[src/rtl/epbg_pkg.sv]
// epbg_pkg -- shared definitions for the serial nibble transmitter.
//   * epbg_state_e         : frame FSM states IDLE..STOP
//   * FRAME_BITS           : serial bits per frame (start + 4 data + parity + stop)
//   * DEFAULT_CLKS_PER_BIT : default bit period in clock cycles
//   * calc_parity()        : parity bit for a data nibble
// Build option: ODD_PARITY_EN selects odd parity (inverted XOR); even parity otherwise.
package epbg_pkg;

  typedef enum logic [2:0] {
    IDLE   = 3'd0,
    START  = 3'd1,
    DATA   = 3'd2,
    PARITY = 3'd3,
    STOP   = 3'd4
  } epbg_state_e;

  localparam int FRAME_BITS           = 7;
  localparam int DEFAULT_CLKS_PER_BIT = 4;

  // Parity over the nibble: even weight of data+parity by default, odd weight
  // when ODD_PARITY_EN is defined.
  function automatic logic calc_parity(input logic [3:0] nib);
`ifdef ODD_PARITY_EN
    return ~(^nib);
`else
    return ^nib;
`endif
  endfunction

endpackage

[src/rtl/epbg_serial_tx_if.sv]
// epbg_serial_tx_if -- nibble input handshake plus serial/status outputs.
//   in_valid, in_data[3:0] : nibble offer (bit0 is sent first)
//   in_ready               : transmitter accepts a nibble this cycle
//   tx                     : serial line, idle high
//   nib_q[3:0], par_q      : last accepted nibble and its parity bit
//   busy, done             : frame in progress / end-of-frame pulse
// master: nibble producer side. slave: transmitter side.
interface epbg_serial_tx_if;
  logic       in_valid;
  logic [3:0] in_data;
  logic       in_ready;
  logic       tx;
  logic [3:0] nib_q;
  logic       par_q;
  logic       busy;
  logic       done;

  modport master (
    output in_valid, in_data,
    input  in_ready, tx, nib_q, par_q, busy, done
  );

  modport slave (
    input  in_valid, in_data,
    output in_ready, tx, nib_q, par_q, busy, done
  );
endinterface

[src/rtl/epbg_bit_timer.sv]
// epbg_bit_timer -- counts CLKS_PER_BIT cycles per serial bit.
//   clk, rst_n  : clock, asynchronous active-low reset
//   restart     : force the count back to zero (state entry / idle)
//   bit_end     : current cycle is the last cycle of a bit
//   bit_end_nxt : the following cycle will be the last cycle of a bit
import epbg_pkg::*;

module epbg_bit_timer #(
  parameter int CLKS_PER_BIT = DEFAULT_CLKS_PER_BIT
) (
  input  logic clk,
  input  logic rst_n,
  input  logic restart,
  output logic bit_end,
  output logic bit_end_nxt
);

  localparam logic [7:0] LAST_CNT = 8'(CLKS_PER_BIT - 1);

  logic [7:0] cnt_r;
  logic [7:0] cnt_next_s;

  // Next count: zero on restart or at the end of a bit, otherwise increment.
  always_comb begin
    cnt_next_s = 8'd0;
    if (restart) begin
      cnt_next_s = 8'd0;
    end else if (cnt_r == LAST_CNT) begin
      cnt_next_s = 8'd0;
    end else begin
      cnt_next_s = cnt_r + 8'd1;
    end
  end

  // Cycle counter register.
  always_ff @(posedge clk or negedge rst_n) begin
    if (!rst_n) begin
      cnt_r <= 8'd0;
    end else begin
      cnt_r <= cnt_next_s;
    end
  end

  assign bit_end     = (cnt_r == LAST_CNT);
  // Lets the top register its done pulse so it lines up with the last cycle.
  assign bit_end_nxt = (cnt_next_s == LAST_CNT);

endmodule

[src/rtl/epbg_serial_tx.sv]
// epbg_serial_tx -- serialises a 4-bit nibble as start(0), d0..d3, parity, stop(1),
// each bit held for CLKS_PER_BIT clocks (frame = 7*CLKS_PER_BIT cycles).
//   clk, rst_n : clock, asynchronous active-low reset
//   bus        : epbg_serial_tx_if.slave (in_valid/in_data/in_ready handshake,
//                tx, nib_q, par_q, busy, done)
// Build option: ODD_PARITY_EN selects odd parity; timing is identical either way.
// All outputs come straight from registers loaded with next-state values.
import epbg_pkg::*;

module epbg_serial_tx #(
  parameter int CLKS_PER_BIT = DEFAULT_CLKS_PER_BIT
) (
  input  logic            clk,
  input  logic            rst_n,
  epbg_serial_tx_if.slave bus
);

  epbg_state_e state_r;
  epbg_state_e next_state_s;
  logic [1:0]  bit_idx_r;
  logic [1:0]  bit_idx_next_s;
  logic        transfer_s;
  logic        restart_s;
  logic        bit_end_s;
  logic        bit_end_nxt_s;
  logic        tx_next_s;

  logic [3:0]  nib_q_r;
  logic        par_q_r;
  logic        tx_r;
  logic        busy_r;
  logic        in_ready_r;
  logic        done_r;

  epbg_bit_timer #(
    .CLKS_PER_BIT(CLKS_PER_BIT)
  ) u_timer (
    .clk        (clk),
    .rst_n      (rst_n),
    .restart    (restart_s),
    .bit_end    (bit_end_s),
    .bit_end_nxt(bit_end_nxt_s)
  );

  // Next-state logic; the data bit index wraps only on the move to PARITY.
  always_comb begin
    next_state_s   = state_r;
    bit_idx_next_s = bit_idx_r;
    transfer_s     = 1'b0;
    case (state_r)
      IDLE: begin
        bit_idx_next_s = 2'd0;
        if (bus.in_valid) begin
          transfer_s   = 1'b1;
          next_state_s = START;
        end else begin
          next_state_s = IDLE;
        end
      end
      START: begin
        if (bit_end_s) begin
          next_state_s = DATA;
        end else begin
          next_state_s = START;
        end
      end
      DATA: begin
        if (bit_end_s) begin
          if (bit_idx_r == 2'd3) begin
            next_state_s   = PARITY;
            bit_idx_next_s = 2'd0;
          end else begin
            next_state_s   = DATA;
            bit_idx_next_s = bit_idx_r + 2'd1;
          end
        end else begin
          next_state_s = DATA;
        end
      end
      PARITY: begin
        if (bit_end_s) begin
          next_state_s = STOP;
        end else begin
          next_state_s = PARITY;
        end
      end
      STOP: begin
        if (bit_end_s) begin
          next_state_s = IDLE;
        end else begin
          next_state_s = STOP;
        end
      end
      default: begin
        next_state_s   = IDLE;
        bit_idx_next_s = 2'd0;
      end
    endcase
  end

  // Timer is held clear in IDLE and restarted whenever the state changes.
  assign restart_s = (next_state_s != state_r) || (state_r == IDLE);

  // Line level for the coming cycle, so tx can be registered without lag.
  always_comb begin
    tx_next_s = 1'b1;
    case (next_state_s)
      IDLE:    tx_next_s = 1'b1;
      START:   tx_next_s = 1'b0;
      DATA:    tx_next_s = nib_q_r[bit_idx_next_s];
      PARITY:  tx_next_s = par_q_r;
      STOP:    tx_next_s = 1'b1;
      default: tx_next_s = 1'b1;
    endcase
  end

  // State and bit index registers.
  always_ff @(posedge clk or negedge rst_n) begin
    if (!rst_n) begin
      state_r   <= IDLE;
      bit_idx_r <= 2'd0;
    end else begin
      state_r   <= next_state_s;
      bit_idx_r <= bit_idx_next_s;
    end
  end

  // Captured nibble and parity; only a transfer changes them.
  always_ff @(posedge clk or negedge rst_n) begin
    if (!rst_n) begin
      nib_q_r <= 4'd0;
      par_q_r <= 1'b0;
    end else if (transfer_s) begin
      nib_q_r <= bus.in_data;
      par_q_r <= calc_parity(bus.in_data);
    end else begin
      nib_q_r <= nib_q_r;
      par_q_r <= par_q_r;
    end
  end

  // Registered status/line outputs derived from the next state.
  always_ff @(posedge clk or negedge rst_n) begin
    if (!rst_n) begin
      tx_r       <= 1'b1;
      busy_r     <= 1'b0;
      in_ready_r <= 1'b1;
      done_r     <= 1'b0;
    end else begin
      tx_r       <= tx_next_s;
      busy_r     <= (next_state_s != IDLE);
      in_ready_r <= (next_state_s == IDLE);
      done_r     <= (next_state_s == STOP) && bit_end_nxt_s;
    end
  end

  assign bus.in_ready = in_ready_r;
  assign bus.tx       = tx_r;
  assign bus.nib_q    = nib_q_r;
  assign bus.par_q    = par_q_r;
  assign bus.busy     = busy_r;
  assign bus.done     = done_r;

endmodule

[src/flat_wrapper.sv]
// flat-port wrapper written by rule: the top's interface ports become plain ports
module epbg_serial_tx_flat 
#(
  parameter int CLKS_PER_BIT = DEFAULT_CLKS_PER_BIT
)
  (clk, rst_n, bus_in_valid, bus_in_data, bus_in_ready, bus_tx, bus_nib_q, bus_par_q, bus_busy, bus_done);
  epbg_serial_tx_if bus_i ();
  input  logic clk;
  input  logic rst_n;
  input wire logic [$bits(bus_i.in_valid)-1:0] bus_in_valid;
  input wire logic [$bits(bus_i.in_data)-1:0] bus_in_data;
  output wire logic [$bits(bus_i.in_ready)-1:0] bus_in_ready;
  output wire logic [$bits(bus_i.tx)-1:0] bus_tx;
  output wire logic [$bits(bus_i.nib_q)-1:0] bus_nib_q;
  output wire logic [$bits(bus_i.par_q)-1:0] bus_par_q;
  output wire logic [$bits(bus_i.busy)-1:0] bus_busy;
  output wire logic [$bits(bus_i.done)-1:0] bus_done;
  assign bus_i.in_valid = bus_in_valid;
  assign bus_i.in_data = bus_in_data;
  assign bus_in_ready = bus_i.in_ready;
  assign bus_tx = bus_i.tx;
  assign bus_nib_q = bus_i.nib_q;
  assign bus_par_q = bus_i.par_q;
  assign bus_busy = bus_i.busy;
  assign bus_done = bus_i.done;
  epbg_serial_tx #(.CLKS_PER_BIT(CLKS_PER_BIT)) u_core (.clk(clk), .rst_n(rst_n), .bus(bus_i));
endmodule
[config.mk]
export PLATFORM = sky130hd
export DESIGN_NAME = epbg_serial_tx_flat
export DESIGN_NICKNAME = d
export VERILOG_FILES = /design/src/rtl/epbg_pkg.sv /design/src/rtl/epbg_serial_tx_if.sv /design/src/rtl/epbg_bit_timer.sv /design/src/rtl/epbg_serial_tx.sv /design/src/flat_wrapper.sv
export SDC_FILE = /design/constraint.sdc
export NUM_CORES = 1
export LEC_CHECK = 0
export CORE_MARGIN = 2
export CORE_UTILIZATION = 28
export CTS_BUF_LIST = sky130_fd_sc_hd__clkbuf_2 sky130_fd_sc_hd__clkbuf_4 sky130_fd_sc_hd__clkbuf_8
export CTS_CLUSTER_SIZE = 24
export DETAILED_ROUTE_END_ITERATION = 10
export PLACE_DENSITY = 0.53
export SETUP_SLACK_MARGIN = 0.4
export SLEW_MARGIN = 20
export SYNTH_ARGS = -nofsm -noshare
export SYNTH_HDL_FRONTEND = slang
export SYNTH_SLANG_ARGS = --single-unit
[constraint.sdc]
create_clock -name clk -period 1.95 [get_ports clk]
set_input_delay 0.4875 -clock clk [delete_from_list [all_inputs] [get_ports clk]]
set_output_delay 0.4875 -clock clk [all_outputs]
set_load 0.005 [all_outputs]
==> results of run 1 <==
worst max-delay path: stages, from the launching register on:
cell     delay (ns)
dfrtp_1        0.39
ha_2           0.19
or4b_4         0.49
nor4_4         0.25
a211o_1        0.19
a211o_1        0.12
nand3_1        0.08
metal layers:
metal  share of wire, %  global-route usage (%)  up-vias
li1                   -                       -      489
met4               0.73                    1.28        0
met5                  0                       0        -
met3                3.7                    3.75        4
met2                 54                    23.6       22
met1                 42                    14.6      502
stage by stage:
stage | setup TNS [ns] | area [µm²]
6_report | 0 | 1740
5_1_grt | 0 | 1740
4_1_cts | 0 | 1670
3_5_place_dp | -0.0360 | 1500
3_3_place_gp | 0 | 1500
2_1_floorplan | 0 | 1240
cells in the mapped netlist, types with 2 or more instances:
cell	count
a21oi_1	2
nor2_1	12
ha_1	2
dfstp_2	2
and4_1	2
xnor2_1	7
a31o_2	2
a211o_1	2
mux2_2	4
xor2_1	3
inv_1	3
o31ai_1	2
dfrtp_1	20
nand2_1	3
a211oi_1	2
nand4_1	2
nand3_1	7
and3_1	3
and3_2	2
sequential cells by signal (all words and copies together), names as in the netlist:
| register | count |
|---|---|
| u_core.bus.par_q | 1 |
| u_core.u_timer.cnt_r | 8 |
| u_core.bit_idx_r | 2 |
| u_core.bus.in_ready | 1 |
| u_core.state_r | 3 |
| u_core.bus.busy | 1 |
| u_core.bus.tx | 1 |
| u_core.bus.nib_q | 4 |
| u_core.bus.done | 1 |
repair_timing:
| action | 4_1_cts | 5_1_grt |
|---|---|---|
| setup endpoints to repair | 27 | 18 |
| pin swaps | 11 | 4 |
| resized for setup | 26 | 12 |
| buffers inserted | 11 | 3 |
layout by cell type (no fill, tap or decap), types with 2 or more instances in the layout:
cell,count
buf_4,20
clkbuf_8,3
dlygate4sd2_1,9
o31ai_1,2
dfrtp_1,18
and3_2,2
and4_1,2
buf_6,2
a211o_1,2
nand2_1,3
or4b_4,2
a21oi_1,2
xor2_1,3
a31o_2,2
mux2_2,4
inv_1,3
nand3_1,7
and3_1,3
nor2_2,3
nand4_1,2
xnor2_1,7
nor2_1,4
dfstp_2,2
nor2_4,6
dfrtp_2,2
clkdlybuf4s50_1,6
cell families (layout without fill, tap and decap cells):
group | Yosys count | after routing
fa+ha+maj | 2 | 2
buf+inv | 6 | 43
xor+xnor | 10 | 10
mux | 4 | 4
simple gates | 47 | 47
flops | 22 | 22
compound gates | 21 | 21
cell type report:
cell class | count | area (µm²)
Sequential cell | 22 | 556
Timing Repair Buffer | 37 | 312
Inverter | 3 | 11.3
Fill cell | 424 | 2520
Multi-Input combinational cell | 84 | 759
Tap cell | 52 | 65.1
Clock buffer | 3 | 41.3
power groups by stage:
stage	logic [mW]	clock network, mW	registers (mW)
2_1_floorplan	0.584	0	0.746
3_3_place_gp	0.934	0	0.784
3_5_place_dp	0.948	0	0.787
4_1_cts	1.15	0.292	0.761
5_1_grt	1.42	0.315	0.786
6_report	1.31	0.283	0.763
worst min-delay path by stage:
stage                   startpoint                 endpoint  slack (ns)  cells after the start
2_1_floorplan                rst_n      u_core.bit_idx_r[0]        0.19                      0
3_3_place_gp   u_core.bus.nib_q[1]      u_core.bus.nib_q[1]        0.52                      1
3_5_place_dp   u_core.bus.nib_q[3]      u_core.bus.nib_q[3]        0.55                      1
4_1_cts                      rst_n  u_core.u_timer.cnt_r[6]        0.59                      2
5_1_grt                      rst_n  u_core.u_timer.cnt_r[6]        0.60                      2
6_report                     rst_n  u_core.u_timer.cnt_r[5]        0.58                      2
==> metrics, run 1 <==
Die Area=0.00491 mm²; Syn Std Cell Area=0.00122 mm²; hold_buf cts=0; Antenna Cells=0; initial drt markers=57; Clk network pwr share=12.0%; Final Non-Filler Cells=201; Pwr Total=2.35 mW; synth-to-layout area growth=42.8%; final worst-path cycle share=91.9%; Reg clk slew, reported paths=0.08 ns; Synth Area in Compound Gates=13.6%; max cap viols=0; Simple-Gate Fraction of Synth Area=25.3%; Clock Sinks=22; WL/cell=14.9 µm; WS Path Type=reg2reg; I/O pins=16; num rows=24; net count after synthesis=121; vias in the first global route=1062; Nets=160; DRT antenna net count=0; post-route DRC violation count=0; largest net degree at the start of global routing=23; Setup WS pre-CTS=-0.0360 ns; drt first pass iters=4; Yosys cell types=49; Total GRT Usage=12.6%; share of cells above drive strength 1=43.6%; CP Max Fanout=3; Pleak=0.733 nW; final hold viol count=0; post-placement cell count=184; IO Port Bufs=15; synthesized netlist cell count=112; WP data required=2.13 ns; RR Endpoint=u_core.bus.tx; RSZ-0062 raised after global routing=true; Internal Pwr Total=1.45 mW; initial antenna violation count=0; Post-Synth XOR/XNOR Area=7.17%; Clock Path Buffers=2; Critical path origin=u_core.bit_idx_r[0]; Die X=70.0 µm; asr flop ratio synth=100%; total length of routed wires=3000 µm; H-Tree Depth=1; vias per cell=5.06; Flop pwr share=32.4%; Post-DP HPWL=2020 µm; Synth area leaders=dfrtp_1 41%, xnor2_1 5.0%, dfstp_2 4.3%; worst setup margin=0.157 ns; final core utilization=40.9%; largest area contributor in the netlist=dfrtp_1; Adder-Cell Fraction of Synth Area=2.05%; clock root cell=clkbuf_8; CTS tree=built; number of synthesized flops with an enable pin=0; Cell Pwr Density=1350 mW/mm²; Slew @ Worst Pin=0.333 ns; die height=70.0 µm; Final Slew Violations=0; Top FF cell, synth=dfrtp_1; status=finished, final reports clean; mux contribution to synthesized area=3.69%; Clock Skew=0.00273 ns; largest family of logic cells by synthesized area=simple AND/OR/NAND/NOR gates; max frequency=558 MHz; sw power=0.904 mW; Initial Utilization=28.6%; Final setup viols=0; post-synth top area share=41.0%; reg2reg start=u_core.bit_idx_r[0]; Critical Path AT=1.97 ns; Num CTS Buffers=3; Crit. End Element=flip-flop; Yosys warning count=0; Setup crit end=u_core.bus.tx; Rel. slew slack=77.5%; first-pass GRT wire length=4910 µm; post-layout min period=1.79 ns; core area=0.00426 mm²; grt ovf=0; Avg Cell Area, Syn=10.9 µm²; sequential share of the synthesized area=45.3%; maximum VDD drop=0.668 mV; Comb power frac=55.5%; Net Sw Frac=38.4%; Routability Congestion=0.785; hold crit path type=in2async; register bit total from synthesis=22; Worst-Skew Late Latency=0.26 ns; R2R depth=6; DR vias=1017; Hold WS=0.579 ns; CP startpoint kind=flip-flop; flop-to-flop setup slack=0.16 ns
Note: power is estimated with default switching activity, not from simulation.
==> run 2, diff against run 1 <==
Settings changed: ABC_CLOCK_PERIOD_IN_PS set to 1950.
==> results of run 2 <==
The final DEF is identical to that of run 1; final timing and power are the same.
